==> src/rtl/otter_mem_arbiter.sv <==
// otter_mem_arbiter
//   Shares one variable-latency memory port between the OTTER fetch stage (IF)
//   and the MEM-stage load/store port (D). D has fixed priority, but IF cannot
//   starve: after MAX_WAIT consecutive D grants with IF pending, IF is forced.
//   Only one transaction is outstanding at a time. An IF response can be
//   discarded by if_kill (pipeline flush).
//
// Ports
//   CLK, RESET                      clock, async active-high reset
//   if_req/if_addr/if_kill          fetch request, address, flush
//   if_gnt/if_rvalid/if_rdata       fetch accept, response pulse, instruction
//   d_req/d_we/d_addr/d_wdata/
//   d_size/d_sign                   load/store request and payload
//   d_gnt/d_rvalid/d_rdata          data accept, response pulse, load data
//   mem_req/mem_we/mem_addr/
//   mem_wdata/mem_size/mem_sign     backing-port request (latched copy)
//   mem_ack/mem_rdata               backing-port completion and read data
module otter_mem_arbiter #(
    parameter int ADDR_W   = 32,
    parameter int DATA_W   = 32,
    parameter int MAX_WAIT = 4
) (
    input  logic              CLK,
    input  logic              RESET,
    input  logic              if_req,
    input  logic [ADDR_W-1:0] if_addr,
    input  logic              if_kill,
    output logic              if_gnt,
    output logic              if_rvalid,
    output logic [DATA_W-1:0] if_rdata,
    input  logic              d_req,
    input  logic              d_we,
    input  logic [ADDR_W-1:0] d_addr,
    input  logic [DATA_W-1:0] d_wdata,
    input  logic [1:0]        d_size,
    input  logic              d_sign,
    output logic              d_gnt,
    output logic              d_rvalid,
    output logic [DATA_W-1:0] d_rdata,
    output logic              mem_req,
    output logic              mem_we,
    output logic [ADDR_W-1:0] mem_addr,
    output logic [DATA_W-1:0] mem_wdata,
    output logic [1:0]        mem_size,
    output logic              mem_sign,
    input  logic              mem_ack,
    input  logic [DATA_W-1:0] mem_rdata
);

    localparam int WC_W = $clog2(MAX_WAIT + 1);

    typedef enum logic [1:0] {IDLE, BUSY_IF, BUSY_D} state_t;

    state_t          state, state_n;
    logic [WC_W-1:0] wait_cnt, wait_cnt_n;
    logic            kill_q, kill_n;
    logic            if_force;

    logic              lat_we;
    logic [ADDR_W-1:0] lat_addr;
    logic [DATA_W-1:0] lat_wdata;
    logic [1:0]        lat_size;
    logic              lat_sign;

    // IF has waited through MAX_WAIT D grants: it wins this arbitration.
    assign if_force = if_req && (wait_cnt == WC_W'(MAX_WAIT));

    always_comb begin
        state_n    = state;
        wait_cnt_n = wait_cnt;
        kill_n     = kill_q;
        if_gnt     = 1'b0;
        d_gnt      = 1'b0;
        mem_req    = 1'b0;
        case (state)
            IDLE: begin
                // Grants are combinational; suppress them while reset is held.
                if (!RESET) begin
                    if (d_req && !if_force) begin
                        d_gnt   = 1'b1;
                        state_n = BUSY_D;
                        if (if_req)
                            wait_cnt_n = (wait_cnt == WC_W'(MAX_WAIT)) ? wait_cnt
                                                                        : wait_cnt + 1'b1;
                        else
                            wait_cnt_n = '0;
                    end else if (if_req) begin
                        if_gnt     = 1'b1;
                        state_n    = BUSY_IF;
                        wait_cnt_n = '0;
                        // A flush in the grant cycle still lets the fetch go out,
                        // but its response must be dropped.
                        kill_n     = if_kill;
                    end else begin
                        wait_cnt_n = '0;
                    end
                end
            end
            BUSY_IF: begin
                mem_req = 1'b1;
                if (mem_ack) begin
                    state_n = IDLE;
                    kill_n  = 1'b0;
                end else if (if_kill) begin
                    kill_n = 1'b1;
                end
            end
            BUSY_D: begin
                mem_req = 1'b1;
                if (mem_ack) state_n = IDLE;
            end
            default: state_n = IDLE;
        endcase
    end

    always_ff @(posedge CLK or posedge RESET) begin
        if (RESET) begin
            state     <= IDLE;
            wait_cnt  <= '0;
            kill_q    <= 1'b0;
            lat_we    <= 1'b0;
            lat_addr  <= '0;
            lat_wdata <= '0;
            lat_size  <= 2'b00;
            lat_sign  <= 1'b0;
            if_rvalid <= 1'b0;
            if_rdata  <= '0;
            d_rvalid  <= 1'b0;
            d_rdata   <= '0;
        end else begin
            state    <= state_n;
            wait_cnt <= wait_cnt_n;
            kill_q   <= kill_n;

            if (d_gnt) begin
                lat_we    <= d_we;
                lat_addr  <= d_addr;
                lat_wdata <= d_wdata;
                lat_size  <= d_size;
                lat_sign  <= d_sign;
            end else if (if_gnt) begin
                lat_we    <= 1'b0;
                lat_addr  <= if_addr;
                lat_wdata <= '0;
                lat_size  <= 2'b10;
                lat_sign  <= 1'b1;
            end

            if_rvalid <= (state == BUSY_IF) && mem_ack && !kill_q && !if_kill;
            if ((state == BUSY_IF) && mem_ack && !kill_q && !if_kill)
                if_rdata <= mem_rdata;

            d_rvalid <= (state == BUSY_D) && mem_ack;
            if ((state == BUSY_D) && mem_ack)
                d_rdata <= lat_we ? '0 : mem_rdata;
        end
    end

    assign mem_we    = lat_we;
    assign mem_addr  = lat_addr;
    assign mem_wdata = lat_wdata;
    assign mem_size  = lat_size;
    assign mem_sign  = lat_sign;

endmodule

==> config.mk <==
export PLATFORM = sky130hd
export DESIGN_NAME = otter_mem_arbiter
export DESIGN_NICKNAME = d
export VERILOG_FILES = /design/src/rtl/otter_mem_arbiter.sv
export SDC_FILE = /design/constraint.sdc
export NUM_CORES = 1
export LEC_CHECK = 0
export ABC_CLOCK_PERIOD_IN_PS = 5200
export BUFFER_PORTS_ARGS = -buffer_cell sky130_fd_sc_hd__buf_2
export CORE_ASPECT_RATIO = 1.75
export CORE_UTILIZATION = 42
export CTS_CLUSTER_SIZE = 40
export DETAILED_ROUTE_END_ITERATION = 8
export GPL_TIMING_DRIVEN = 0
export PLACE_DENSITY = 0.78
export REMOVE_ABC_BUFFERS = 1
export SYNTH_ARGS = -nofsm -noshare
export SYNTH_HDL_FRONTEND = slang
export SYNTH_SLANG_ARGS = --single-unit
==> constraint.sdc <==
create_clock -name CLK -period 5.2 [get_ports CLK]
set_input_delay 1.56 -clock CLK [delete_from_list [all_inputs] [get_ports CLK]]
set_output_delay 1.56 -clock CLK [all_outputs]
set_load 0.05 [all_outputs]
======== After elaboration in Yosys (flattened, before gate mapping) ========
Index checks and enable logic that the tools add are counted.
operators by class
  add/sub/neg operators ................... 1
  eq/ne operators ......................... 10
  multiplexer cells ....................... 33
  bitwise operators ....................... 1
  reduce and logical (&&, ||, !) cells .... 16
operators with widths
  operator             count
  $mux 32              5
  $mux 1               17
  $mux 2               6
  $mux 3               3
  $ne 3x3->1 const B   3
  $logic_and 1x1->1    6
  $ne 2x2->1 const B   3
  $reduce_and 3->1     2
  $reduce_and 5->1     1
  $pmux 2 s2           1
  $reduce_bool 2->1    2
  $add 3x1->3 const B  1
  $eq 3x3->1 const B   1
  $logic_not 1->1      3
  $eq 2x1->1 const B   1
  $eq 2x2->1 const B   1
  $logic_not 2->1      1
  $ne 2x1->1 const B   1
  $pmux 1 s2           1
  $reduce_or 2->1      1
  $not 1->1            1
word-level totals
  flip-flop bits (word level) ............. 140
  input bits .............................. 138
  output and inout bits ................... 137
  word-level logic and storage cells ...... 73

======== Depth between registers and ports, before layout ========
  depth in word-level cells ............... 9
  depth in mapped cells ................... 8
  mapped depth without buffers ............ 6

======== Least setup slack after synthesis ========
OpenSTA, ideal clock, no wires.
  kind .................................... input to register
  from .................................... in RESET
  to ...................................... reg lat_sign (netlist: mem_sign)
  library setup time ...................... 0.066 ns
  data arrival time ....................... 5.211 ns
  slack ................................... -0.077 ns
  stages on the path ...................... 4
  buffers on the path ..................... 0
  path through ............................ inv_1 -> nand2_1 -> nor2_1 -> o22a_1
on the way
  cells in the longest elaborated chain, start to end .. 3
ends and longest elaborated chain
  element                                      line  text
  from (decl)                                  24    input logic RESET,
  $mux 1                                       78    if (!RESET) begin
  $mux 1                                       75    case (state)
  $mux 1 or $reduce_bool 2->1 (tied branches)  n/a
  to (signal assigned)                         140   lat_sign <= d_sign;
  to (decl)                                    63    logic lat_sign;
Several ways; a longest one is shown, not always the timed one.
A chain may end at the register's enable or synchronous reset.

======== Worst setup path after layout ========
  from .................................... in RESET
  to ...................................... out d_gnt
on the way
  cells in the longest elaborated chain, start to end .. 2
ends and longest elaborated chain
  element    line  text
  $mux 1     78
  $mux 1     75
  to (decl)  37    output logic d_gnt,
Every way passes these cells.

==> qor.yml <==
status:
  run_status: "complete, no violations"
floorplan:
  core_area_um2: 13000
  dieArea_um2: 13900
  start_util: 0.433
  num_rows: 55
  fp.dieH_um: 155
  io_pins: 275
  die_x_um: 89.6
synth:
  syn-cell-area_um2: 5640
  ys_seq_area_frac: 0.622
  synth_common_cells: "140 x dfrtp_1, 63 x o21ai_0, 42 x inv_1, 39 x nand2_1, 34 x a22o_1"
  async_reset_ff_frac: 1.00
  synth-seq-cells: 140
  synth_top_cell_area_share: 0.622
  yosysTopAreaCell: "dfrtp_1"
  synth_cells: 481
  synth_ff_type: "dfrtp_1"
  synth_most_common_cell: "dfrtp_1"
  ys_top_cells_by_area: "dfrtp_1 62%, mux2_2 6.4%, o21ai_0 5.6%"
  synth_edf_count: 0
  synthDistinctLibCells: 30
  yosysWarnings: 0
  syn-mean-instance-area_um2: 11.7
timing:
  fmax_mhz: 211
  max_slew.worst_pin.slew_ps: 947
  fin_crit_ps: 4750
  timing.hold.ws_ps: 470
  setup_viol: 0
  rsz0062_at_grt: "no"
  slew_headroom: 0.368
  clock_skew_ps: 9.73
  finalHoldViolCount: 0
  finalCritPeriodShare: 0.913
  finalMaxSlewViolations: 0
cells_and_area:
  multi_input_area_um2: 1860
  syn_to_final_growth_pct: 38.3
  layout-drive-gt1-share: 0.459
  regArea_um2: 3500
  nNetsFinal: 891
  fillers: 1159
clock_network:
  clock_path_buffers: 2
  root_buffer: "clkbuf_16"
  clk_pin_slew_worst_paths_ps: 60
  cts_tree: "built"
  clk-insertion-delay-late_ps: 400
  cts_sinks: 140
  htree_num_levels: 4
  hold_buffers: 0
  cts_buffers: 17
place:
  place_congestion: 0.798
  dp_hpwl_mm: 10.8
  io_buffers: 274
job:
  maxCapViolCount: 0
critical_path:
  worstSetupStartpointType: "input port"
  rrSetupSlack_ps: 2910
  rr_endpoint: "kill_q"
  worstReg2RegStart: "state[1]"
  timing.critical_path.arrival_ps: 3190
  critPathKind: "in -> out"
  reg2reg_depth: 6
  end_kind: "output port"
  cp_max_fo: 35
  required_ps: 3640
global_routing:
  grt_pass1_wl_mm: 22.2
  grt_usage: 0.213
  grt_overflow: 0
  grt_max_degree: 83
  antenna_found_initial: 1
  grt_pass1_vias: 4329
routing:
  detail-route-antenna-nets: 0
  viasPerCell: 4.94
  first_iter_violations: 214
  post_drt_wl_per_cell_um: 16.2
  drtPass1Iterations: 4
  vias: 4606
  drt_wl_total_mm: 15.1
  drc_errors: 0
hold_path:
  min_from: "d_rdata[10]"
  min_path_type: "reg -> reg"
  hold_path_depth: 2
  timing.hold.worst_endpoint: "d_rdata[10]"
[timing repair]
item,in CTS,in global routing
gates cloned,0,0
setup buffers,0,0
resized for setup,2,2
setup endpoints to repair,1,2
[registers in the layout (all words and copies together) (netlist names)]
signal     cells
wait_cnt       3
mem_sign       1
d_rvalid       1
d_rdata       32
if_rvalid      1
state          2
mem_we         1
kill_q         1
if_rdata      32
mem_addr      32
mem_wdata     32
mem_size       2
[cells in the final DEF, fill, tap and decap left out, types with 2 or more instances in the layout]
cell type / count
o21a_1: 2
inv_6: 3
o22ai_1: 2
clkbuf_16: 17
nor2_1: 6
a22oi_1: 32
clkinv_2: 3
dfrtp_1: 140
mux2_2: 32
o22a_1: 2
o21ai_1: 3
ha_1: 5
nand2_1: 38
inv_1: 41
a22o_1: 34
buf_12: 2
nand3_1: 2
clkinvlp_4: 3
nand2b_1: 33
buf_2: 274
o21ai_0: 63
bufinv_16: 3
clkinv_4: 3
[worst max-delay path by stage]
stage	depth (start not counted)	end	start
floorplan	1	d_rdata[0]	RESET
global placement	2	d_rdata[7]	RESET
detailed placement	5	d_gnt	RESET
CTS	4	if_gnt	RESET
global route	5	d_gnt	RESET
finish	5	d_gnt	RESET
[routing by layer]
layer	up-vias	part of all wire	GRT usage	routed length, um
li1	2200	-	-	-
met1	2209	0.39	0.252	5930
met2	167	0.53	0.360	8000
met3	30	0.049	0.0446	737
met4	0	0.029	0.0990	432
met5	-	0	0	0
[critical path, stage by stage]
cell and delay, ps:
buf_2 140, nor2b_2 310, nand3_4 380, inv_4 430, buf_2 340
[cells by family (layout without fill, tap and decap cells)]
logic type	count (synthesis)	after routing	synth area share
adder cells (fa/ha/maj)	5	5	0.0111
buffers and inverters	73	352	0.0548
AO/OA/AOI/OAI	146	146	0.173
multiplexers	33	33	0.0657
AND/OR/NAND/NOR	84	84	0.0737
other	0	1	0
flip-flops	140	140	0.622
[cell type report]
class,instances,share of cell area
tap,171,0.0274
sequential,140,0.449
inverter,43,0.0217
antenna,1,0.000321
timing repair buffer,278,0.186
clock inverter,14,0.0220
multi-input combinational,268,0.238
clock buffer,17,0.0546
[stage by stage]
stage | utilization | instance area [um2] | TNS [ps] | std cells | setup WS (ps)
after floorplan | - | 5490 | -23960 | 451 | -170
after detailed placement | 0.552 | 7180 | -600 | 900 | -600
final | 0.599 | 7800 | 0 | 932 | 450
after global routing | 0.599 | 7800 | 0 | 932 | 304
after CTS | 0.599 | 7780 | 0 | 931 | 61.8
after global placement | 0.544 | 7070 | -311260 | 896 | -1890
Power is not shown: default switching activity piles up to over one toggle a cycle in this logic, so the estimate is an artifact.
